**src/rtl/sync_memory_pkg.sv**
```systemverilog
// mem_defs: shared FSM encoding, default widths and request decode type for sync_memory
package mem_defs;

    localparam int DEF_DATA_WIDTH = 8;
    localparam int DEF_ADDR_WIDTH = 7;

    typedef enum logic {
        ST_CLEAR = 1'b0,
        ST_IDLE  = 1'b1
    } state_e;

    typedef struct packed {
        logic rd;
        logic wr;
        logic bad;
    } req_t;

    function automatic req_t decode_req(input logic acc, input logic rd, input logic wr,
                                        input logic addr_ok);
        req_t r;
        r.rd  = acc & rd & ~wr & addr_ok;
        r.wr  = acc & wr & ~rd & addr_ok;
        r.bad = acc & (rd | wr) & ~(r.rd | r.wr);
        return r;
    endfunction

endpackage

```
**src/rtl/sync_memory_array.sv**
```systemverilog
// mem_array: word storage with one synchronous write port and a registered read port, no reset
module mem_array
    import mem_defs::*;
#(
    parameter int DATA_WIDTH = DEF_DATA_WIDTH,
    parameter int ADDR_WIDTH = DEF_ADDR_WIDTH,
    parameter int DEPTH      = 2 ** ADDR_WIDTH
) (
    input  logic                  clk,
    input  logic                  we_i,
    input  logic [ADDR_WIDTH-1:0] waddr_i,
    input  logic [DATA_WIDTH-1:0] wdata_i,
    input  logic                  re_i,
    input  logic [ADDR_WIDTH-1:0] raddr_i,
    output logic [DATA_WIDTH-1:0] rdata_o
);

    logic [DATA_WIDTH-1:0] mem_q [DEPTH];
    logic [DATA_WIDTH-1:0] rdata_q;

    // write port: callers only assert we_i with an in-range address
    always_ff @(posedge clk) begin
        if (we_i) mem_q[waddr_i] <= wdata_i;
    end

    // read register holds its value between reads
    always_ff @(posedge clk) begin
        if (re_i) rdata_q <= mem_q[raddr_i];
    end

    assign rdata_o = rdata_q;

endmodule

```
**src/rtl/sync_memory.sv**
```systemverilog
// sync_memory: single-port synchronous RAM with clear sequence, read strobe, ready and error flags
module sync_memory
    import mem_defs::*;
#(
    parameter int                       DATA_WIDTH  = DEF_DATA_WIDTH,
    parameter int                       ADDR_WIDTH  = DEF_ADDR_WIDTH,
    parameter int                       DEPTH       = 2 ** ADDR_WIDTH,
    parameter logic [DATA_WIDTH-1:0]    CLEAR_VALUE = '0
) (
    input  logic                  clk,
    input  logic                  rst_n,
    input  logic                  en,
    input  logic                  read,
    input  logic                  write,
    input  logic [ADDR_WIDTH-1:0] address,
    input  logic [DATA_WIDTH-1:0] input_data,
    input  logic                  clear,
    output logic [DATA_WIDTH-1:0] output_data,
    output logic                  data_valid,
    output logic                  ready,
    output logic                  error
);

    localparam logic [ADDR_WIDTH:0]   DEPTH_W = (ADDR_WIDTH + 1)'(DEPTH);
    localparam logic [ADDR_WIDTH-1:0] LAST    = ADDR_WIDTH'(DEPTH - 1);

    state_e                state_q, state_d;
    logic [ADDR_WIDTH-1:0] cnt_q, cnt_d;
    logic                  valid_q, error_q, seen_q;
    logic                  clearing, addr_ok;
    req_t                  req;
    logic                  we;
    logic [ADDR_WIDTH-1:0] waddr;
    logic [DATA_WIDTH-1:0] wdata;
    logic [DATA_WIDTH-1:0] rdata;

    // state, clear counter and strobe registers; array contents are handled by the clear sequence
    always_ff @(posedge clk) begin
        if (!rst_n) begin
            state_q <= ST_CLEAR;
            cnt_q   <= '0;
            valid_q <= 1'b0;
            error_q <= 1'b0;
            seen_q  <= 1'b0;
        end else begin
            state_q <= state_d;
            cnt_q   <= cnt_d;
            valid_q <= req.rd;
            error_q <= req.bad;
            seen_q  <= seen_q | req.rd;
        end
    end

    // next state: clear runs DEPTH cycles, a clear request in idle restarts it
    always_comb begin
        state_d = state_q;
        cnt_d   = cnt_q;
        if (state_q == ST_CLEAR) begin
            cnt_d   = cnt_q + ADDR_WIDTH'(1);
            state_d = (cnt_q == LAST) ? ST_IDLE : ST_CLEAR;
        end else if (clear) begin
            cnt_d   = '0;
            state_d = ST_CLEAR;
        end
    end

    // outputs and request decode; clear wins over a simultaneous access
    always_comb begin
        clearing = (state_q == ST_CLEAR);
        ready    = ~clearing;
        addr_ok  = {1'b0, address} < DEPTH_W;
        req      = decode_req(ready & en & ~clear, read, write, addr_ok);
        we       = clearing | req.wr;
        waddr    = clearing ? cnt_q : address;
        wdata    = clearing ? CLEAR_VALUE : input_data;
    end

    mem_array #(
        .DATA_WIDTH (DATA_WIDTH),
        .ADDR_WIDTH (ADDR_WIDTH),
        .DEPTH      (DEPTH)
    ) u_array (
        .clk     (clk),
        .we_i    (we),
        .waddr_i (waddr),
        .wdata_i (wdata),
        .re_i    (req.rd),
        .raddr_i (address),
        .rdata_o (rdata)
    );

    assign output_data = seen_q ? rdata : '0;
    assign data_valid  = valid_q;
    assign error       = error_q;

endmodule

```
**config.mk**
```make
export PLATFORM = sky130hd
export DESIGN_NAME = sync_memory
export DESIGN_NICKNAME = d
export VERILOG_FILES = /design/src/rtl/sync_memory_pkg.sv /design/src/rtl/sync_memory_array.sv /design/src/rtl/sync_memory.sv
export SDC_FILE = /design/constraint.sdc
export NUM_CORES = 1
export LEC_CHECK = 0
export ABC_CLOCK_PERIOD_IN_PS = 10300
export CAP_MARGIN = 20
export CORE_MARGIN = 3
export CORE_UTILIZATION = 55
export CTS_CLUSTER_DIAMETER = 200
export CTS_CLUSTER_SIZE = 10
export DETAILED_ROUTE_END_ITERATION = 8
export PLACE_DENSITY = 0.71
export SLEW_MARGIN = 20
export SYNTH_ARGS = -nofsm -noshare
export SYNTH_HDL_FRONTEND = slang
export SYNTH_SLANG_ARGS = --single-unit
```
**constraint.sdc**
```tcl
create_clock -name clk -period 10.3 [get_ports clk]
set_clock_uncertainty 0.15 [all_clocks]
set_input_delay 2.06 -clock clk [delete_from_list [all_inputs] [get_ports clk]]
set_output_delay 2.06 -clock clk [all_outputs]
set_load 0.005 [all_outputs]
```
==> metrics.yaml <==
power:
  peakVddDrop_mv: 0.1166
  power.density_nw_per_um2: 188.9
  p_leak_uw: 0.01331
place:
  gp_congestion: 0.8014
  dp.cells: 2652
  place.detailed.hpwl_um: 53730
  post-place-ws_ps: 3865
  portBuffers: 31
timing:
  hold_ws_ps: 457.4
  hold_viol_final: 0
  worst_pin_slew_ps: 1225
  max_freq_ghz: 0.1755
  relSlewSlack: 0.1801
  report.final.slew_viol_count: 0
  fin_crit_ps: 5697
  fin_setup_tns_ps: 0
  setup_slack_ps: 4603
  fin_crit_sh: 0.5532
  rsz0062_at_grt: "false"
  setup_viol: 0
yosys:
  ys_top_cells_by_area: "edfxtp_1, mux4_2, nor2_1, dfxtp_1, clkbuf_1"
  yosys_warnings: 0
  synthFlopType: "edfxtp_1"
  syn_avg_cell_area_um2: 23.28
  synth_cell_type_count: 34
  ys_seq_area_frac: 0.7710
  synth-edff-count: 1032
  yosys-top-cells-count: "edfxtp_1, mux4_2, nor2_1"
  synth_most_common_cell: "edfxtp_1"
  netlist_area_um2: 40480
  syn_nets: 1761
  yosysTopAreaCell: "edfxtp_1"
  netlist_instances: 1739
  postSynth.asyncResetShare: 0
  ys_seq_elements: 1043
  synth_top_area_frac: 0.7656
routing:
  dr_total_vias: 18790
  final_antenna_net_count: 0
  drc: 0
  drt_iter0_drc: 2516
  drt-pass1-iter-count: 6
  vias_per_cell: 6.686
  wl_um: 91330
  wl_per_cell_um: 32.50
critical_path:
  critical_path.top_delay_family: "multiplexers"
  critPathMaxStageDelay_ps: 730
  cp.required_ps: 10570
  crit_path_cell_trace: "buf_8 -> buf_4 -> buf_4 -> mux4_2 -> mux4_2 -> mux4_2 -> mux2_2"
  worst-path-buf-inv: 3
  cp_max_fo: 72
  crit_top_cell: "mux4_2"
  arrival_ps: 5960
  path_class: "input port to flop"
  cpMaxStageDelayCell: "buf_4"
  critPathLaunchType: "input port"
  end_kind: "flop"
clock_network:
  cts_setup_buffers: 0
  cts.clk_slew.worst_paths_ps: 60
  cts_resized: 0
  cts_root_buf: "clkbuf_16"
  cts.sinks: 1043
  htreeDepth: 3
  cts_tree: "built"
  numCtsBuffers: 114
  cts-hold-fix-buffers: 0
  clk_path_buf_depth: 3
  clk-insertion-delay-late_ps: 660
cells_and_area:
  fillers: 4654
  seq_area_um2: 31210
  multi_input_area_um2: 8901
  area_delta_synth_final_pct: 10.96
  final_cells: 2810
  fin_nets: 1840
  drive_gt1_frac: 0.2754
flow_run:
  cap_violations: 0
floorplanning:
  dieWidth_um: 277.3
  initial_core_util: 0.5605
  core_area_um2: 72220
  io_pins: 32
  row_count: 98
  dieArea_um2: 76890
  die_h_um: 277.3
global_routing:
  antenna_found_initial: 5
  grt_pass1_vias: 18930
  grt_start_max_net_pins: 100
  overflow: 0
  track_usage: 0.2423
  grt_pass1_wl_um: 134900
outcome:
  outcome: "complete, no violations"
hold_path:
  hold_class: "flop to flop"
==> worst register-to-register path: stages, from the launching register on <==
cell	delay [ps]
dfxtp_1	350
buf_4	450
nand3b_1	180
o21ai_0	250
nand3_1	790
buf_4	510
nor2_1	740
==> logic make-up (layout without fill, tap and decap cells) <==
family          after synthesis  in the layout  synth area share
compound gates               25             25          0.004049
fa+ha+maj                     1              1         0.0003090
buf+inv                      96            216           0.01035
flops                      1043           1043            0.7710
mux                         347            347            0.1899
other cells                   0              1                 0
simple gates                227            227           0.02436
==> per-stage QoR <==
stage / power (uW) / cell area, um2 / util
after global routing: 8715 / 44910 / 0.6219
after detailed placement: 5047 / 41820 / 0.5791
final: 8486 / 44920 / 0.6219
after floorplan: 4931 / 40480 / -
after CTS: 8524 / 44910 / 0.6219
after global placement: 5046 / 41820 / 0.5791
==> state kept, by name, summed over array words and instances (netlist names) <==
| register | cells |
|---|---|
| u_array.rdata_o | 8 |
| error | 1 |
| ready | 1 |
| u_array.mem_q | 1024 |
| cnt_q | 7 |
| data_valid | 1 |
| seen_q | 1 |
==> metal layers <==
metal | track usage | wire, um | vias up
met5 | 0 | 37 | -
met4 | 0.06883 | 2333 | 6
met3 | 0.06203 | 10380 | 164
met2 | 0.3548 | 41960 | 1047
met1 | 0.3692 | 36620 | 10070
li1 | - | - | 7501
==> worst paths after layout <==
path,startpoint,end,cells after the start,slack [ps]
setup / recovery,address[0],u_array.rdata_o[4],7,4600
hold / removal,seen_q,seen_q,1,460
setup reg to reg,ready,u_array.mem_q[69][2],6,6490
hold reg to reg,seen_q,seen_q,1,460
==> layout make-up <==
class | instances | share of cell area
inverters | 1 | 0.00008357
multi-input cells | 600 | 0.1982
repair buffers | 58 | 0.01153
flip-flops and latches | 1043 | 0.6948
clock buffers | 154 | 0.06827
clock inverters | 3 | 0.0005850
well taps | 950 | 0.02646
diodes | 1 | 0.00005571
==> where the power goes <==
group	internal [uW]	switching (uW)	total (uW)
Sequential	4610	4.62	4610
Combinational	159	186	345
Clock	2030	1500	3530
Total	6800	1690	8490
==> layout by cell type (no fill, tap or decap), types with 9 or more instances in the layout <==
| cell | count |
|---|---|
| and2_1 | 11 |
| buf_4 | 29 |
| clkbuf_1 | 37 |
| clkbuf_16 | 117 |
| clkdlybuf4s50_1 | 27 |
| dfxtp_1 | 11 |
| edfxtp_1 | 1032 |
| mux2_2 | 9 |
| mux4_2 | 336 |
| nand2_1 | 33 |
| nand3_1 | 9 |
| nor2_1 | 136 |
| o21ai_0 | 11 |
Note: power is estimated with default switching activity, not from simulation.
